`src/rtl/snake_game_sequencer.sv`:
```
// snake_game_sequencer: game-level controller for the snake datapath.
// Owns the game FSM, the move-tick timer, the button direction filter, and the body length and BCD score.
// Optional build macro SPEEDUP_EN: each accepted apple shortens the move period by SPEED_STEP.
// The period never drops below MIN_DIV, and it returns to TICK_DIV at the start of every new game.
//
// state | meaning
// ------+--------------------------------------------------------
// IDLE  | after reset, waiting for btn_start
// INIT  | single cycle: datapath reloads its start positions
// PLAY  | game running: move ticks, turns and apples honoured
// LOST  | head hit body; outputs frozen until btn_start
// WON   | length reached MAX_LEN; outputs frozen until btn_start
module snake_game_sequencer #(
  parameter int TICK_DIV   = 21200000,
  parameter int MIN_DIV    = 5000000,
  parameter int SPEED_STEP = 500000,
  parameter int MAX_LEN    = 22
) (
  input  logic       clk,
  input  logic       rst,
  input  logic       btn_start,
  input  logic [3:0] btn_dir,
  input  logic       apple_eaten,
  input  logic       collision,
  output logic       move_tick,
  output logic       load_init,
  output logic [1:0] head_dir,
  output logic       grow,
  output logic [5:0] length,
  output logic [3:0] score_ones,
  output logic [3:0] score_tens,
  output logic       running,
  output logic       lost,
  output logic       won
);

  // Counter and period share one width, wide enough for the speed-up threshold compare as well.
  localparam int CNT_MAX = (MIN_DIV + SPEED_STEP > TICK_DIV) ? (MIN_DIV + SPEED_STEP) : TICK_DIV;
  localparam int CW      = $clog2(CNT_MAX + 1);

  typedef enum logic [2:0] {
    S_IDLE,
    S_INIT,
    S_PLAY,
    S_LOST,
    S_WON
  } state_t;

  state_t        state_q, state_d;
  logic [CW-1:0] cnt_q, cnt_d;
  logic [CW-1:0] period_q, period_d;
  logic [1:0]    head_q, head_d;
  logic [1:0]    pend_q, pend_d;
  logic [5:0]    len_q, len_d;
  logic [3:0]    ones_q, ones_d;
  logic [3:0]    tens_q, tens_d;
  logic          tick_q, tick_d;
  logic          grow_q, grow_d;
  logic          in_play;
  logic [1:0]    req_dir;
  logic          req_ok;

  // Decode a single button press into a heading; a reversal of the committed heading is refused.
  always_comb begin
    req_dir = 2'd0;
    case (btn_dir)
      4'b0001: req_dir = 2'd3;
      4'b0010: req_dir = 2'd2;
      4'b0100: req_dir = 2'd0;
      4'b1000: req_dir = 2'd1;
      default: req_dir = 2'd0;
    endcase
    req_ok = $onehot(btn_dir) && (req_dir != head_q + 2'd2);
  end

  // Next state, move timer, heading, growth and score.
  always_comb begin
    state_d  = state_q;
    cnt_d    = cnt_q;
    period_d = period_q;
    head_d   = head_q;
    pend_d   = pend_q;
    len_d    = len_q;
    ones_d   = ones_q;
    tens_d   = tens_q;
    tick_d   = 1'b0;
    grow_d   = 1'b0;
    in_play  = 1'b0;

    case (state_q)
      S_IDLE: if (btn_start) state_d = S_INIT;
      S_INIT: state_d = S_PLAY;
      S_PLAY: begin
        if (btn_start)                 state_d = S_INIT;
        else if (collision)            state_d = S_LOST;
        else if (len_q == 6'(MAX_LEN)) state_d = S_WON;
        else                           in_play = 1'b1;
      end
      S_LOST, S_WON: if (btn_start) state_d = S_INIT;
      default: state_d = S_IDLE;
    endcase

    // A new game starts from the reload values, and they are held through the INIT cycle.
    if (state_d == S_INIT || state_q == S_INIT) begin
      cnt_d    = '0;
      period_d = CW'(TICK_DIV);
      head_d   = 2'd0;
      pend_d   = 2'd0;
      len_d    = 6'd1;
      ones_d   = 4'd0;
      tens_d   = 4'd0;
    end

    // The timer only runs while the game stays in PLAY. Leaving PLAY freezes it.
    if (in_play) begin
      // A >= compare keeps the timer bounded if the period shrinks below the current count.
      if (cnt_q >= period_q - CW'(1)) begin
        cnt_d  = '0;
        tick_d = 1'b1;
        head_d = pend_q;
      end else begin
        cnt_d = cnt_q + CW'(1);
      end

      if (req_ok) pend_d = req_dir;

      if (apple_eaten) begin
        grow_d = 1'b1;
        len_d  = len_q + 6'd1;
        if (ones_q == 4'd9) begin
          if (tens_q != 4'd9) begin
            ones_d = 4'd0;
            tens_d = tens_q + 4'd1;
          end
        end else begin
          ones_d = ones_q + 4'd1;
        end
`ifdef SPEEDUP_EN
        if (period_q >= CW'(MIN_DIV + SPEED_STEP)) period_d = period_q - CW'(SPEED_STEP);
        else                                       period_d = CW'(MIN_DIV);
`endif
      end
    end
  end

  // State and datapath registers. Reset overrides every input.
  always_ff @(posedge clk) begin
    if (rst) begin
      state_q  <= S_IDLE;
      cnt_q    <= '0;
      period_q <= CW'(TICK_DIV);
      head_q   <= 2'd0;
      pend_q   <= 2'd0;
      len_q    <= 6'd1;
      ones_q   <= 4'd0;
      tens_q   <= 4'd0;
      tick_q   <= 1'b0;
      grow_q   <= 1'b0;
    end else begin
      state_q  <= state_d;
      cnt_q    <= cnt_d;
      period_q <= period_d;
      head_q   <= head_d;
      pend_q   <= pend_d;
      len_q    <= len_d;
      ones_q   <= ones_d;
      tens_q   <= tens_d;
      tick_q   <= tick_d;
      grow_q   <= grow_d;
    end
  end

  assign move_tick  = tick_q;
  assign grow       = grow_q;
  assign head_dir   = head_q;
  assign length     = len_q;
  assign score_ones = ones_q;
  assign score_tens = tens_q;
  assign load_init  = (state_q == S_INIT);
  assign running    = (state_q == S_PLAY);
  assign lost       = (state_q == S_LOST);
  assign won        = (state_q == S_WON);

endmodule

```
`config.mk`:
```
export PLATFORM = sky130hd
export DESIGN_NAME = snake_game_sequencer
export DESIGN_NICKNAME = d
export VERILOG_FILES = /design/src/rtl/snake_game_sequencer.sv
export SDC_FILE = /design/constraint.sdc
export NUM_CORES = 1
export LEC_CHECK = 0
export CAP_MARGIN = 10
export CORE_UTILIZATION = 58
export CTS_BUF_LIST = sky130_fd_sc_hd__clkbuf_4
export DETAILED_ROUTE_END_ITERATION = 8
export PLACE_DENSITY = 0.82
export SYNTH_ARGS = -nofsm -noshare
export SYNTH_HDL_FRONTEND = slang
export SYNTH_SLANG_ARGS = --single-unit
```
`constraint.sdc`:
```
create_clock -name clk -period 2.95 [get_ports clk]
set_input_delay 0.59 -clock clk [delete_from_list [all_inputs] [get_ports clk]]
set_output_delay 0.59 -clock clk [all_outputs]
set_load 0.01 [all_outputs]
```
==> Yosys cells after proc, flatten, opt, wreduce, memory -nomap -nowiden <==
Cells that the tools add are included.
Widths: inputs -> output; s select.
{ "classes": {"n_bitwise": 1, "n_addsub": 8, "reduce_logical": 6, "eq_ne": 13, "order_cmp": 1, "mux": 34} }
{ "ops": {"columns": ["op", "count"], "rows": [
  ["$mux 25", 3],
  ["$mux 4", 10],
  ["$add 25x1->25 const B", 1],
  ["$ge 25x25->1 const B", 1],
  ["$mux 6", 3],
  ["$mux 2", 6],
  ["$mux 3", 4],
  ["$eq 3x1->1 const B", 3],
  ["$pmux 3 s3", 1],
  ["$add 4x1->4 const B", 2],
  ["$eq 4x4->1 const B", 2],
  ["$add 6x1->6 const B", 1],
  ["$eq 3x2->1 const B", 2],
  ["$eq 6x5->1 const B", 1],
  ["$mux 1", 6],
  ["$pmux 2 s3", 1],
  ["$add 1x1->2", 2],
  ["$eq 4x1->1 const B", 1],
  ["$eq 4x2->1 const B", 1],
  ["$ne 4x4->1 const B", 1],
  ["$add 2x2->3", 1],
  ["$eq 3x3->1 const B", 1],
  ["$logic_not 3->1", 1],
  ["$reduce_or 3->1", 1],
  ["other kinds (7)", 7]
]} }
{ "word_totals": {"in_bits": 9, "word_cells": 72, "out_inout_bits": 22, "reg_bits": 48} }

==> Depth between registers and ports, before layout <==
{ "depth": {"ltp_word": 12, "ltp_mapped": 10, "depth_no_buf": 10} }

==> Least setup slack after synthesis <==
Ideal clock, no wire load.
{ "synth_path": {"kind": "input to register", "from": "in btn_dir[0]", "to": "reg pend_q[1]", "path_slack_ns": 0.496, "path_stages": 10, "required_time_ns": 2.885, "arrival_time_ns": 2.389, "n_path_buf": 0, "setup_time_ns": 0.065, "cell_sequence": "inv_1 fa_1 inv_1 ha_1 ha_1 nor2_1 nand3_1 a21oi_1 mux2_2 nor2_1"} }
{ "synth_between": {"elab_chain_cells": 6, "elab_cells_between_ends": 11, "classes_between": "2 x add/sub; 5 x eq/ne; 3 x mux; 1 x reduce/logical"} }
{ "synth_rtl": {"columns": ["element", "line", "rtl"], "rows": [
  ["start: declaration", "22", "input logic [3:0] btn_dir,"],
  ["$add 1x1->2 (not written as such) (tied with other cells)", "73", "req_ok = $onehot(btn_dir) && (req_dir != head_q + 2'd2);"],
  ["$add 2x2->3 (not written as such) or $pmux 2 s3 (tied branches)", "73, 66", null],
  ["$eq 3x1->1 or $ne 2x2->1 (tied branches)", "73", null],
  ["$logic_and 1x1->1", "73", null],
  ["$mux 2 (*)", "125", "if (req_ok) pend_d = req_dir;"],
  ["$mux 2 (*)", "115", "if (in_play) begin"],
  ["end signal: assignment", "164", "pend_q <= pend_d;"],
  ["end: declaration", "53", "logic [1:0] pend_q, pend_d;"]
]} }
Every way passes the cells marked *; elsewhere a longest branch is shown, timed or not.
A chain may end at the register's enable or synchronous reset.

==> Worst setup path after layout <==
Same ends and word-level chain as after synthesis.

==> impl_metrics.toml <==
[clocking]
cts_buffers = 5
htreeDepth = 2
cts.path.max_buffers = 2
root_buffer = "clkbuf_4"
post_cts_resized = 0
clock_latency_ns = 0.36
cts_sinks = 48
tritoncts = "built"
holdBufCountCts = 0
path_clk_slew_ns = 0.13
cts_setup_buffers = 0

[timing]
rsz0062_at_grt = "false"
whs_ns = 0.466
report.final.hold_viol_count = 0
fin_crit_ns = 2.66
drv_slew = 0
setup_ws_ns = 0.295
setup_viol = 0
max_freq_mhz = 377
post-route-period-util = 0.900
tightest_slew_ns = 1.14
slew_headroom = 0.232
finClkSkew_ns = 0.0212

[worst_setup_path]
cp-end-kind = "flop"
reg2reg_slack_ns = 0.46
worstPathArrival_ns = 2.95
criticalPathCategory = "in2reg"
start_kind = "input port"
reg2reg_depth = 6
crit_fanout = 2
crit_required_ns = 3.25

[synth]
synthTopCellsByArea = "dfxtp_1 (36%), ha_1 (5.6%), a21oi_1 (5.0%)"
synthArstFlopShare = 0
synthesis.area_sq_um = 2690
synth_top_area_share = 0.358
syn_area_per_cell_sq_um = 7.97
yosysWarnings = 0
ys_types = 53
dominantRegCellSynth = "dfxtp_1"
syn_inst = 337
syn-num-nets = 359
synth_seq_cells = 48
ys_seq_area_frac = 0.358
synth_edf_count = 0
yosysTopAreaCell = "dfxtp_1"

[finish]
fin_nets = 397
multi_input_area_sq_um = 1620
syn_to_final_growth_pct = 17.1
diodes = 0
fin_cells = 427
final_core_util = 0.712
nFillCells = 356
register_area_sq_um = 961
drive_gt1_frac = 0.0773

[route]
via_per_inst = 6.01
drt-total-wl_microns = 5980
postRouteAntennaNets = 0
wl_per_cell_microns = 14.0
vias = 2565
drc = 0
dr.pass1.iters = 4
initialDrtViolationCount = 202

[power_and_ir_drop]
total_power_w = 0.00108
internal_power_w = 0.000801
p_sw_frac = 0.255
pwr-share-seq = 0.612
ir_worst_vdd_uv = 209
share_comb_of_total_power = 0.111
leakage_nw = 1.18
powerDensity_nw_per_um2 = 342
p_clk_frac = 0.278
p_switching_w = 0.000275

[global_routing]
grt_max_degree = 20
grt_pass1_vias = 2330
grt_pass1_wl_microns = 10200
grt_usage = 0.254
antenna_found_initial = 0
grt-ovfl-total = 0

[floorplanning]
die_w_microns = 70.0
dieArea_sq_um = 4910
rows = 24
fp.dieH_microns = 70.0
start_util = 0.608
fp.coreArea_sq_um = 4410
io_pins = 31

[placed_design]
dp.final_hpwl_microns = 4360
dp_cells = 420
dp_slack_ns = -0.0879
place_congestion = 0.858
port_buffers = 30

[run]
drv_cap = 0

[min_path]
hp-class = "reg2reg"
whs_path_depth = 2

[run_status]
run_status = "completed"
[cell usage after synthesis, drive strengths merged, types with 2 or more instances]
master  count
buf         3
o31ai       5
or3         7
nand3b      6
or2         2
nand3      20
nand4       7
nand2      28
a41oi       2
a21o        6
nor3       16
mux2i       3
and3       10
ha         12
mux2        3
inv        15
clkbuf      8
nor4        4
xor2        2
o211ai      9
a211oi      3
dfxtp      48
o21ai      20
nand4b      2
nand2b      3
xnor2       5
and2        7
o211a       2
a31oi       6
a21oi      27
nor2       31
[layout by cell type (no fill, tap or decap), types with 3 or more instances in the layout]
cell type	synthesis	layout
nand4_1	7	7
nand2b_1	3	3
and3_1	9	9
nand3b_1	6	6
and2_1	7	7
a21oi_1	27	27
o31ai_1	5	5
a211oi_1	3	3
clkdlybuf4s50_1	0	30
nor4_1	4	4
o21ai_0	14	14
buf_4	1	12
clkbuf_4	0	6
nand3_1	19	19
mux2i_1	3	3
dfxtp_1	48	48
a31oi_1	6	6
nand2_1	28	28
mux2_2	3	3
ha_1	12	12
xnor2_1	5	5
o21ai_1	6	6
or3_1	6	6
a21o_1	6	6
inv_1	15	15
nor2_1	31	31
nor3_1	15	15
o211ai_1	9	9
[path summary, 6_finish.rpt]
kind / start / end
max reg2reg: length[1] / cnt_q[7]
min: pend_q[0] / head_dir[0]
min reg2reg: pend_q[0] / head_dir[0]
max: btn_dir[0] / pend_q[1]
[kinds of logic (layout without fill, tap and decap cells)]
| group | Yosys count | count (layout) | synth area share |
|---|---|---|---|
| AND/OR/NAND/NOR | 149 | 149 | 0.290 |
| buffers and inverters | 27 | 65 | 0.0401 |
| adder cells (fa/ha/maj) | 13 | 13 | 0.0634 |
| AO/OA/AOI/OAI | 87 | 87 | 0.202 |
| multiplexers | 6 | 6 | 0.0238 |
| flip-flops | 48 | 48 | 0.358 |
| XOR/XNOR | 7 | 7 | 0.0228 |
[final cells by class]
class / count / area share
Tap cell: 52 / 0.0207
Sequential cell: 48 / 0.306
Multi-Input combinational cell: 262 / 0.514
Timing Repair Buffer: 42 / 0.124
Clock inverter: 1 / 0.00159
Clock buffer: 6 / 0.0143
Inverter: 16 / 0.0191
[layer usage]
metal | wire, microns | up-vias | track usage
met2 | 2740 | 75 | 0.407
met3 | 310 | 6 | 0.0346
met5 | 0 | - | 0
met4 | 68 | 0 | 0.0933
met1 | 2860 | 1181 | 0.350
li1 | - | 1303 | -
[power by group through the flow]
stage          combinational [W]  sequential (W)  clock [W]
2_1_floorplan          0.0000676        0.000671          0
3_3_place_gp            0.000116        0.000672          0
3_5_place_dp            0.000118        0.000672          0
4_1_cts                 0.000119        0.000658   0.000305
5_1_grt                 0.000132        0.000659   0.000324
6_report                0.000119        0.000658   0.000298
[through the flow]
step                      TNS [ns]  instance area (sq um)
final                            0                   3140
after global routing             0                   3140
after CTS                        0                   3140
after detailed placement   -0.0909                   3090
after global placement     -0.0314                   3090
after floorplan                  0                   2690
[sequential cells by signal, summed over array words and instances, names as in the netlist]
signal      flops
score_ones      4
pend_q          2
length          6
cnt_q          25
state_q         3
move_tick       1
score_tens      4
head_dir        2
grow            1
[worst max-delay path, cell delays in order]
cell and delay, ns:
clkdlybuf4s50_1 0.48, inv_1 0.08, fa_1 0.54, inv_1 0.04
ha_1 0.17, ha_1 0.26, nor2_1 0.10, nand3_1 0.08
a21oi_1 0.18, mux2_2 0.35, nor2_1 0.08
No activity file was read; power rests on OpenSTA's default activity.
==> variant 1: new RTL, same settings <==
Add a define of `SPEEDUP_EN`.
--- a/src/rtl/snake_game_sequencer.sv
+++ b/src/rtl/snake_game_sequencer.sv
@@ -11,4 +11,6 @@
 // LOST  | head hit body; outputs frozen until btn_start
 // WON   | length reached MAX_LEN; outputs frozen until btn_start
+`define SPEEDUP_EN
+
 module snake_game_sequencer #(
   parameter int TICK_DIV   = 21200000,
Check against the original RTL: same outputs for any inputs over 10 cycles, from zero or initial values and one cycle with rst high; that may be too few to reach the edited logic, so the function may still have changed.
==> variant 1 against the unedited design <==
- the flow now finishes with violations (setup timing)
- worst setup slack lost 1.4 ns
- sequential cell count grew 25
- power grew 74%
- synthesized cell count grew 86%
- wire length grew 140%
- core utilization grew 4.8 points
- cell area grew 99%
- via count grew 110%
- area after synthesis grew 84%
- critical path type is now reg -> reg
- critical endpoint is now cnt_q[23]
==> variant 1: results <==
<?xml version="1.0" encoding="UTF-8"?>
<metrics>
  <group name="worst_setup_path">
    <metric name="worst-r2r-cell-count" unit="">14</metric>
    <metric name="critical_path.top_delay_family" unit="">simple AND/OR/NAND/NOR gates</metric>
    <metric name="crit_path_max_fanout" unit="">4</metric>
  </group>
  <group name="yosys">
    <metric name="synth_compound_area_share" unit="%">21.9</metric>
    <metric name="synth.area.top_cells" unit="">sky130_fd_sc_hd__dfxtp_1 30%, sky130_fd_sc_hd__ha_1 10%, sky130_fd_sc_hd__a21oi_1 4.5%, sky130_fd_sc_hd__nor2_1 4.3%, sky130_fd_sc_hd__a31oi_1 4.1%</metric>
    <metric name="synthesis.area" unit="um2">4930</metric>
    <metric name="post_synth_num_cell_types" unit="">64</metric>
    <metric name="synth.yosys.seq_area_share" unit="%">29.6</metric>
  </group>
  <group name="final_layout">
    <metric name="layout.core_utilization" unit="%">76.0</metric>
    <metric name="n_all_buffers" unit="">113</metric>
    <metric name="final-clk-cell-share" unit="%">2.22</metric>
    <metric name="nets" unit="">768</metric>
    <metric name="bufAreaShareNonClock" unit="%">17.1</metric>
    <metric name="multiInputCombCellCount" unit="">492</metric>
  </group>
  <group name="sta">
    <metric name="final_critical_path_setup_slack" unit="ns">-1.07</metric>
    <metric name="clock_skew" unit="ns">0.0254</metric>
    <metric name="setup-violations-final" unit="">28</metric>
  </group>
  <group name="power">
    <metric name="leakage_power" unit="nW">2.52</metric>
  </group>
  <group name="clock_tree">
    <metric name="cts.htree.levels" unit="">3</metric>
    <metric name="clock_latency" unit="ns">0.45</metric>
  </group>
  <group name="detailed_routing">
    <metric name="dr.first_iter.drc_count" unit="">603</metric>
    <metric name="vias" unit="">5347</metric>
    <metric name="detailedRoute.firstPassIterationCount" unit="">5</metric>
    <metric name="via_per_instance_ratio" unit="">6.46</metric>
  </group>
  <group name="placed_design">
    <metric name="dp_worst_setup_slack" unit="ns">-1.02</metric>
    <metric name="placed_area" unit="um2">5790</metric>
  </group>
  <group name="run_status">
    <metric name="violations" unit="">setup timing</metric>
    <metric name="outcome" unit="">finished with violations</metric>
  </group>
  <group name="global_routing">
    <metric name="via_count_of_the_first_global_routing_pass" unit="">4966</metric>
    <metric name="grt_start_max_net_pins" unit="">24</metric>
    <metric name="grt_pass1_wl" unit="um">22300</metric>
  </group>
</metrics>
==> variant 1: routing by layer <==
layer  up-vias  part of all wire (%)
li1       2477                     -
met1      2534                    42
met2       287                    48
met3        49                   7.4
met4         0                   2.6
met5         -                     0
==> variant 1: power by group through the flow <==
stage | combinational, W | clock (W) | sequential [W]
finish | 0.000192 | 0.000667 | 0.00101
global route | 0.000209 | 0.000708 | 0.00101
CTS | 0.000188 | 0.000662 | 0.00101
detailed placement | 0.000183 | 0 | 0.00103
global placement | 0.000177 | 0 | 0.00103
floorplan | 0.000106 | 0 | 0.00102
==> variant 1: worst min-delay path by stage <==
stage,startpoint,endpoint,slack [ns],depth (start not counted)
floorplan,pend_q[0],head_dir[0],0.43,2
global placement,pend_q[0],head_dir[0],0.45,2
detailed placement,pend_q[0],head_dir[0],0.46,2
CTS,pend_q[1],head_dir[1],0.48,2
global route,pend_q[1],head_dir[1],0.51,2
finish,pend_q[1],head_dir[1],0.48,2
==> variant 2: new RTL, config.mk and constraints unchanged <==
Without the edit above. Register the outputs `load_init`, `running`, `lost` and `won`, with the module's reset; this adds one clock of latency there. The other outputs are not delayed to match.
--- a/src/rtl/snake_game_sequencer.sv
+++ b/src/rtl/snake_game_sequencer.sv
@@ -177,8 +177,17 @@
   assign score_ones = ones_q;
   assign score_tens = tens_q;
-  assign load_init  = (state_q == S_INIT);
-  assign running    = (state_q == S_PLAY);
-  assign lost       = (state_q == S_LOST);
-  assign won        = (state_q == S_WON);
+  always_ff @(posedge clk) begin
+    if (rst) begin
+      load_init <= '0;
+      running   <= '0;
+      lost      <= '0;
+      won       <= '0;
+    end else begin
+      load_init <= (state_q == S_INIT);
+      running   <= (state_q == S_PLAY);
+      lost      <= (state_q == S_LOST);
+      won       <= (state_q == S_WON);
+    end
+  end
 
 endmodule
Function: changed (Yosys sat finds a counterexample within 4 cycles, from zero or initial values and one cycle with rst high).
==> variant 2 against the unedited design <==
- wire length is 6.0% lower
- sequential power rose by 8.2%
- area after synthesis grew 5.3%
- sequential cell count up 4
- worst setup slack improved by 0.036 ns
- critical path depth unchanged
- cell count rose by 0.47%
- via count is 3.7% lower
- cell area is 4.3% higher
- clock skew fell by 0.011 ns
- critical endpoint unchanged
- power is 3.9% higher
- maximum frequency is 1.4% higher
==> variant 2: results <==
<?xml version="1.0" encoding="UTF-8"?>
<metrics>
  <group name="sta">
    <metric name="slew_headroom" unit="%">25.1</metric>
    <metric name="clock_skew" unit="ns">0.0106</metric>
  </group>
  <group name="worst_setup_path">
    <metric name="data_arrival_at_the_endpoint_of_the_critical_path" unit="ns">2.94</metric>
  </group>
  <group name="global_routing">
    <metric name="grt_use_met1" unit="%">28.1</metric>
    <metric name="global_route.usage.met2" unit="%">37.3</metric>
    <metric name="via_count_of_the_first_global_routing_pass" unit="">2166</metric>
    <metric name="groute.layer.met3.usage" unit="%">4.50</metric>
    <metric name="global_route.usage.total" unit="%">22.2</metric>
    <metric name="grt_start_max_net_pins" unit="">33</metric>
    <metric name="grt_pass1_wl" unit="um">9210</metric>
  </group>
  <group name="yosys">
    <metric name="synth.mux.area_fraction" unit="%">4.07</metric>
    <metric name="synth.top_cells.by_count" unit="">52 x sky130_fd_sc_hd__dfxtp_1, 44 x sky130_fd_sc_hd__nor2_1, 31 x sky130_fd_sc_hd__nand2_1</metric>
    <metric name="yosys.area_share.adder" unit="%">6.02</metric>
    <metric name="yosys.area_share.xor_xnor" unit="%">2.79</metric>
    <metric name="synth_compound_area_share" unit="%">16.2</metric>
    <metric name="post_synth_num_cell_types" unit="">57</metric>
  </group>
  <group name="final_layout">
    <metric name="antenna_cells" unit="">0</metric>
    <metric name="drive_above_1_share" unit="%">9.33</metric>
  </group>
  <group name="detailed_routing">
    <metric name="dr.first_iter.drc_count" unit="">110</metric>
    <metric name="route.detailed.wl_per_inst" unit="um">13.1</metric>
    <metric name="vias" unit="">2469</metric>
  </group>
  <group name="power">
    <metric name="ir_drop" unit="mV">0.250</metric>
  </group>
  <group name="placed_design">
    <metric name="place.port_buffers" unit="">30</metric>
    <metric name="dpl.hpwl" unit="um">4030</metric>
    <metric name="gpl.final_weighted_congestion" unit="">0.794</metric>
    <metric name="placed_area" unit="um2">3230</metric>
  </group>
  <group name="run_status">
    <metric name="outcome" unit="">finished, final reports clean</metric>
  </group>
</metrics>
[variant 2: cells by family (layout without fill, tap and decap cells)]
| kind of cell | count (synthesis) | after routing |
|---|---|---|
| muxes | 11 | 11 |
| and+or+nand+nor | 156 | 156 |
| buffers and inverters | 29 | 67 |
| AOI/OAI and AO/OA | 67 | 67 |
| adders and majority gates | 13 | 13 |
| DFF | 52 | 52 |
| xor gates and xnor gates | 9 | 9 |
[variant 2: final cells by class]
type | count | area, um2
flip-flops and latches | 52 | 1040
inverters | 16 | 60.1
clock buffers | 6 | 45.0
multi-input cells | 256 | 1650
well taps | 54 | 67.6
fillers | 392 | 1420
repair buffers | 44 | 405
clock inverters | 1 | 5.00
[variant 2: power breakdown]
part / internal, W / switching (W)
Combinational: 0.0000443 / 0.0000513
Clock: 0.0000975 / 0.000212
Sequential: 0.000706 / 0.00000569
[variant 2: final timing paths]
path	startpoint	to	slack, ns	depth (start not counted)
max	btn_dir[0]	pend_q[1]	0.33	11
min	pend_q[0]	pend_q[0]	0.50	2
max reg2reg	length[0]	cnt_q[10]	0.45	8
min reg2reg	pend_q[0]	pend_q[0]	0.50	2
[variant 2: stage by stage]
step,cells,total power [W],hold slack (ns),worst slack (ns),utilization (%)
floorplan,337,0.000783,0.460,0.494,-
global placement,422,0.000820,0.479,-0.0181,68.8
detailed placement,422,0.000822,0.484,-0.0486,68.8
CTS,429,0.00113,0.504,0.334,69.8
global route,429,0.00116,0.526,0.228,69.8
finish,429,0.00112,0.502,0.331,69.8
[variant 2: layer usage]
layer / part of all wire [%] / wire (um)
met3: 2.8 / 159
met4: 1.2 / 68
met5: 0 / 0
met1: 48 / 2710
met2: 48 / 2690
[variant 2: worst max-delay path, cell delays in order]
cell and delay (ns):
sky130_fd_sc_hd__clkdlybuf4s50_1 0.48, sky130_fd_sc_hd__inv_1 0.08, sky130_fd_sc_hd__fa_1 0.54, sky130_fd_sc_hd__inv_1 0.04
sky130_fd_sc_hd__ha_1 0.17, sky130_fd_sc_hd__ha_1 0.26, sky130_fd_sc_hd__nor2_1 0.10, sky130_fd_sc_hd__nand3_1 0.08
sky130_fd_sc_hd__a21oi_1 0.17, sky130_fd_sc_hd__mux2_2 0.35, sky130_fd_sc_hd__nor2_1 0.07
